<file path="config.mk">
export PLATFORM = sky130hd
export DESIGN_NAME = multiplier_seq
export DESIGN_NICKNAME = d
export VERILOG_FILES = /design/src/rtl/multiplier_seq_pkg.sv /design/src/rtl/multiplier_seq.sv
export SDC_FILE = /design/constraint.sdc
export NUM_CORES = 1
export LEC_CHECK = 0
export ABC_CLOCK_PERIOD_IN_PS = 4000
export BUFFER_PORTS_ARGS = -buffer_cell sky130_fd_sc_hd__buf_2
export CORE_MARGIN = 3
export CORE_UTILIZATION = 57
export DETAILED_ROUTE_END_ITERATION = 8
export PLACE_DENSITY = 0.85
export SLEW_MARGIN = 20
export SYNTH_ARGS = -nofsm -noshare
export SYNTH_HDL_FRONTEND = slang
export SYNTH_SLANG_ARGS = --single-unit
</file>
<file path="constraint.sdc">
create_clock -name clk -period 4 [get_ports clk]
set_clock_uncertainty 0.2 [all_clocks]
set_input_delay 0.4 -clock clk [delete_from_list [all_inputs] [get_ports clk]]
set_output_delay 0.4 -clock clk [all_outputs]
set_load 0.05 [all_outputs]
</file>
<file path="src/rtl/multiplier_seq_pkg.sv">
// rtl/multiplier_seq_pkg.sv - shared constants and types for the sequential MULTU unit
//
// Purpose: default operand width, controller state encoding, and the MULTU
// funct code. The ALU control decode also uses MULTU to raise start.
// Ports: none (package).

package multiplier_seq_pkg;

    localparam int unsigned WIDTH_DEFAULT = 32;

    localparam logic [5:0] MULTU = 6'b011001;

    typedef enum logic [1:0] {
        IDLE = 2'd0,
        RUN  = 2'd1,
        DONE = 2'd2
    } mul_state_t;

endpackage

</file>
<file path="src/rtl/multiplier_seq.sv">
// rtl/multiplier_seq.sv - radix-2 shift-add unsigned WIDTH x WIDTH multiplier
//
// Purpose: accepts two unsigned operands on start, iterates one shift-add
// step per cycle for WIDTH cycles, then presents the 2*WIDTH-bit product
// {Hi, Lo} together with a one-cycle done strobe.
// Ports:
//   clk      in   single clock, rising edge
//   reset    in   asynchronous active-low reset
//   start    in   request, honoured only in IDLE or DONE
//   dataA    in   multiplicand, sampled on accepted start
//   dataB    in   multiplier, sampled on accepted start
//   busy     out  high while iterating
//   done     out  one-cycle strobe, product valid
//   dataOut  out  product; [2W-1:W] = Hi, [W-1:0] = Lo; held until next completion

module multiplier_seq
    import multiplier_seq_pkg::*;
#(
    parameter int unsigned WIDTH = WIDTH_DEFAULT
) (
    input  logic               clk,
    input  logic               reset,
    input  logic               start,
    input  logic [WIDTH-1:0]   dataA,
    input  logic [WIDTH-1:0]   dataB,
    output logic               busy,
    output logic               done,
    output logic [2*WIDTH-1:0] dataOut
);

    localparam int unsigned CNT_W = $clog2(WIDTH) + 1;
    localparam logic [CNT_W-1:0] CNT_LAST = CNT_W'(WIDTH - 1);

    mul_state_t         state_q;
    logic [WIDTH-1:0]   mcand_q;
    // Upper W+1 bits hold the running partial product (with carry); the
    // lower W bits start as the multiplier and are consumed LSB first.
    logic [2*WIDTH:0]   acc_q;
    logic [2*WIDTH:0]   acc_d;
    logic [CNT_W-1:0]   cnt_q;
    logic               busy_q;
    logic               done_q;
    logic [2*WIDTH-1:0] dataOut_q;

    logic [WIDTH:0]     sum;

    // One iteration: conditional add into the upper half, then logical shift.
    always_comb begin
        sum   = acc_q[2*WIDTH:WIDTH];
        acc_d = acc_q;
        if (acc_q[0]) begin
            sum = acc_q[2*WIDTH:WIDTH] + {1'b0, mcand_q};
        end
        acc_d = {sum, acc_q[WIDTH-1:0]} >> 1;
    end

    always_ff @(posedge clk or negedge reset) begin
        if (!reset) begin
            state_q   <= IDLE;
            mcand_q   <= '0;
            acc_q     <= '0;
            cnt_q     <= '0;
            busy_q    <= 1'b0;
            done_q    <= 1'b0;
            dataOut_q <= '0;
        end else begin
            unique case (state_q)
                IDLE, DONE: begin
                    done_q <= 1'b0;
                    if (start) begin
                        state_q <= RUN;
                        busy_q  <= 1'b1;
                        mcand_q <= dataA;
                        acc_q   <= {1'b0, {WIDTH{1'b0}}, dataB};
                        cnt_q   <= '0;
                    end else begin
                        state_q <= IDLE;
                    end
                end
                RUN: begin
                    acc_q <= acc_d;
                    cnt_q <= cnt_q + 1'b1;
                    if (cnt_q == CNT_LAST) begin
                        // Capture the post-step value so the last add is included.
                        state_q   <= DONE;
                        busy_q    <= 1'b0;
                        done_q    <= 1'b1;
                        dataOut_q <= acc_d[2*WIDTH-1:0];
                    end
                end
                default: begin
                    state_q <= IDLE;
                    busy_q  <= 1'b0;
                    done_q  <= 1'b0;
                end
            endcase
        end
    end

    assign busy    = busy_q;
    assign done    = done_q;
    assign dataOut = dataOut_q;

endmodule

</file>
==> metrics.cfg <==
[outcome]
status = finished, final reports clean

[logic_synthesis]
yosysMostFrequentCell = nand2_1
ys_seq_elements = 169
synth-edff-count = 0
synth_common_cells = 328 x nand2_1, 169 x dfrtp_1, 71 x o21ai_0
synth_top_cell_by_area = dfrtp_1
syn_area_per_cell_um2 = 9.07
synth_top_area_share_pct = 50.4
ys.warnings.count = 0
yosysSeqAreaShare_pct = 50.4
syn-cell-area_um2 = 8400
synthArstFlopShare_pct = 100
syn_nets = 1027
synthFlopType = dfrtp_1
syn_inst = 926
yosysUniqueCellTypes = 61
synthTopCellsByArea = dfrtp_1 50%, nand2_1 15%, ha_1 4.9%

[clock_tree]
clk_latency_ns = 0.44
clock-sinks = 169
cts_buffer_depth = 2
cts_tree = yes
post_cts_buffers = 0
path_clk_slew_ns = 0.07
htree_num_levels = 4
cts_buffers = 17
root_buffer = clkbuf_16
cts_resized = 0

[die]
die_h_um = 127
die_w_um = 127
io_pins = 133
core_area_um2 = 14100
dieArea_um2 = 16200
initial_utilization_pct = 59.4
rows = 43

[sta]
fmax_mhz = 289
hold_violations = 0
fin_crit_sh_pct = 86.6
slew_violations = 0
rsz0062_at_grt = false
fin_crit_ns = 3.46
setup_violations = 0
totalNegativeSetupSlack_ns = 0
slew-limit-headroom_pct = 30.4
tightest_slew_ns = 1.04

[pwr]
internal-power_w = 0.00489
p_leak_nw = 5.19
pwr_density_cell_nw_per_um2 = 885
seqPwrFrac_pct = 32.5
ir_drop_uv = 530
pwr-share-clk_pct = 17.6
power_switching_w = 0.00434
p_comb_share_pct = 49.9
p_sw_share_pct = 47.0
power.total_w = 0.00923

[worst_setup_path]
slowest_stage = fa_1
cp-start-kind = register
endpoint_kind = register
cpPeakStageDelay_ns = 0.44
path_buf_inv = 0
crit_fanout = 3
crit_family = compound AO/OA/AOI/OAI gates
crit_path_frequent_cell = a21oi_1
crit_type = reg2reg
crit_required_ns = 4.12
cp_cell_sequence = ha_1, fa_1, a211oi_2, o21ai_1, a221oi_2, a21oi_1, nor3_2, o41ai_1, a21oi_1, xor2_1, a311oi_1
cp.arrival_ns = 3.58

[route]
vias = 7398
firstDrtPassIters = 5
wl_per_cell_um = 16.8
drtIter0Drc = 583
drt-vias-per-instance = 5.72
postRouteAntennaNets = 0
wl_um = 21700
remaining_drc_errors = 0

[job]
maxCapViolCount = 0

[min_path]
hold_class = in2reg

[grt]
grt_pass1_vias = 7557
grt_pass1_wl_um = 36300
gr-total-overflow = 0
track_usage_pct = 27.8
antenna_found_initial = 0
grt_max_degree = 170

[final_layout]
drive_gt1_share_pct = 17.1
final_core_util_pct = 73.7
final.fill_count = 1015
n_antenna_cell = 0
final_nets = 1203
area_delta_synth_final_pct = 24.2
final_area_um2 = 10400

[place]
portBuffers = 132
place.gp.congestion = 0.946
dp_hpwl_um = 13400
placedInstanceArea_um2 = 9220

-- tightest hold or removal path: cells and delay by family --
kind                   cells  cell delay (ns)
buffers and inverters      1             0.08
AND/OR/NAND/NOR            2             0.13
-- path summary, 6_finish.rpt --
| path | from | slack (ns) | cells after the start | endpoint |
|---|---|---|---|---|
| max in group asynchronous | reset | 2.45 | 3 | acc_q[0]$_DFFE_PN0P_ |
| min | dataA[23] | 0.01 | 3 | mcand_q[23]$_DFFE_PN0P_ |
| max reg2reg | acc_q[32]$_DFFE_PN0P_ | 0.54 | 11 | dataOut[61]$_DFFE_PN0P_ |
| max | acc_q[32]$_DFFE_PN0P_ | 0.54 | 11 | dataOut[61]$_DFFE_PN0P_ |
| min in group asynchronous | reset | 0.49 | 3 | dataOut[51]$_DFFE_PN0P_ |
| min reg2reg | dataOut[7]$_DFFE_PN0P_ | 0.27 | 2 | dataOut[7]$_DFFE_PN0P_ |
-- kinds of logic after synthesis --
group / after synthesis / share of synthesized area [%]
simple gates: 408 / 19.9
compound gates: 208 / 16.2
flops: 169 / 50.4
buf+inv: 57 / 2.73
fa+ha+maj: 34 / 5.16
xor+xnor: 27 / 2.82
mux: 23 / 2.82
-- layer usage --
metal  wire length (um)  vias to the layer above  share of wire (%)  global-route usage (%)
li1                   -                     3521                  -                       -
met2              10600                      265                 49                    46.4
met3               1110                       59                5.1                    4.26
met5                  0                        -                  0                       0
met4                660                        0                3.0                    11.4
met1               9360                     3553                 43                    36.5
-- per-stage QoR --
step | hold slack, ns | instances | worst slack [ns]
after detailed placement | 0.256 | 1200 | 0.676
after global placement | 0.256 | 1200 | 0.793
after floorplan | -0.0956 | 926 | 1.07
final | 0.00976 | 1294 | 0.535
after CTS | 0.00770 | 1294 | 0.608
after global routing | 0.0194 | 1294 | 0.282
-- cell usage in the layout, fill, tap and decap left out, types with 4 or more instances in the layout --
cell type	n
nand4_1	6
a21o_1	16
xor2_1	8
dfrtp_1	169
nor2b_1	7
a211oi_1	6
inv_6	4
o211ai_1	5
nand2_1	327
o21ai_0	71
a21oi_1	27
buf_4	10
nor2_1	23
ha_1	33
buf_2	131
nand3_1	16
inv_1	8
a22oi_1	31
mux2i_1	21
a22o_1	5
clkinv_4	4
dlygate4sd3_1	63
o31ai_1	4
xnor2_1	19
nor3_1	6
clkbuf_16	17
o21ai_1	4
a31oi_1	5
or3_1	5
o21bai_1	8
-- layout make-up --
cell class	instances	area [um2]	area share, %
Sequential cell	169	4230	40.6
Timing Repair Buffer	206	1390	13.4
Clock buffer	18	439	4.21
Inverter	8	30.0	0.288
Multi-Input combinational cell	700	3970	38.1
Clock inverter	13	140	1.34
Tap cell	180	225	2.16
-- flip-flops by register name (all words and copies together), names as in the netlist --
| name | flops |
|---|---|
| acc_q | 64 |
| dataOut | 64 |
| mcand_q | 32 |
| cnt_q | 6 |
| busy | 1 |
| done | 1 |
| state_q | 1 |
-- power groups by stage --
stage | registers [W] | clock network [W] | logic (W)
4_1_cts | 0.00298 | 0.00164 | 0.00458
3_3_place_gp | 0.00297 | 0 | 0.00439
3_5_place_dp | 0.00300 | 0 | 0.00449
2_1_floorplan | 0.00398 | 0 | 0.00244
5_1_grt | 0.00309 | 0.00171 | 0.00504
6_report | 0.00300 | 0.00163 | 0.00461
-- what timing repair did --
| item | 4_1_cts | 5_1_grt |
|---|---|---|
| endpoints found under the setup margin | 0 | 0 |
| endpoints found under the hold margin | 202 | 0 |
| hold buffers | 63 | 0 |
(Power assumes the default switching activity.)
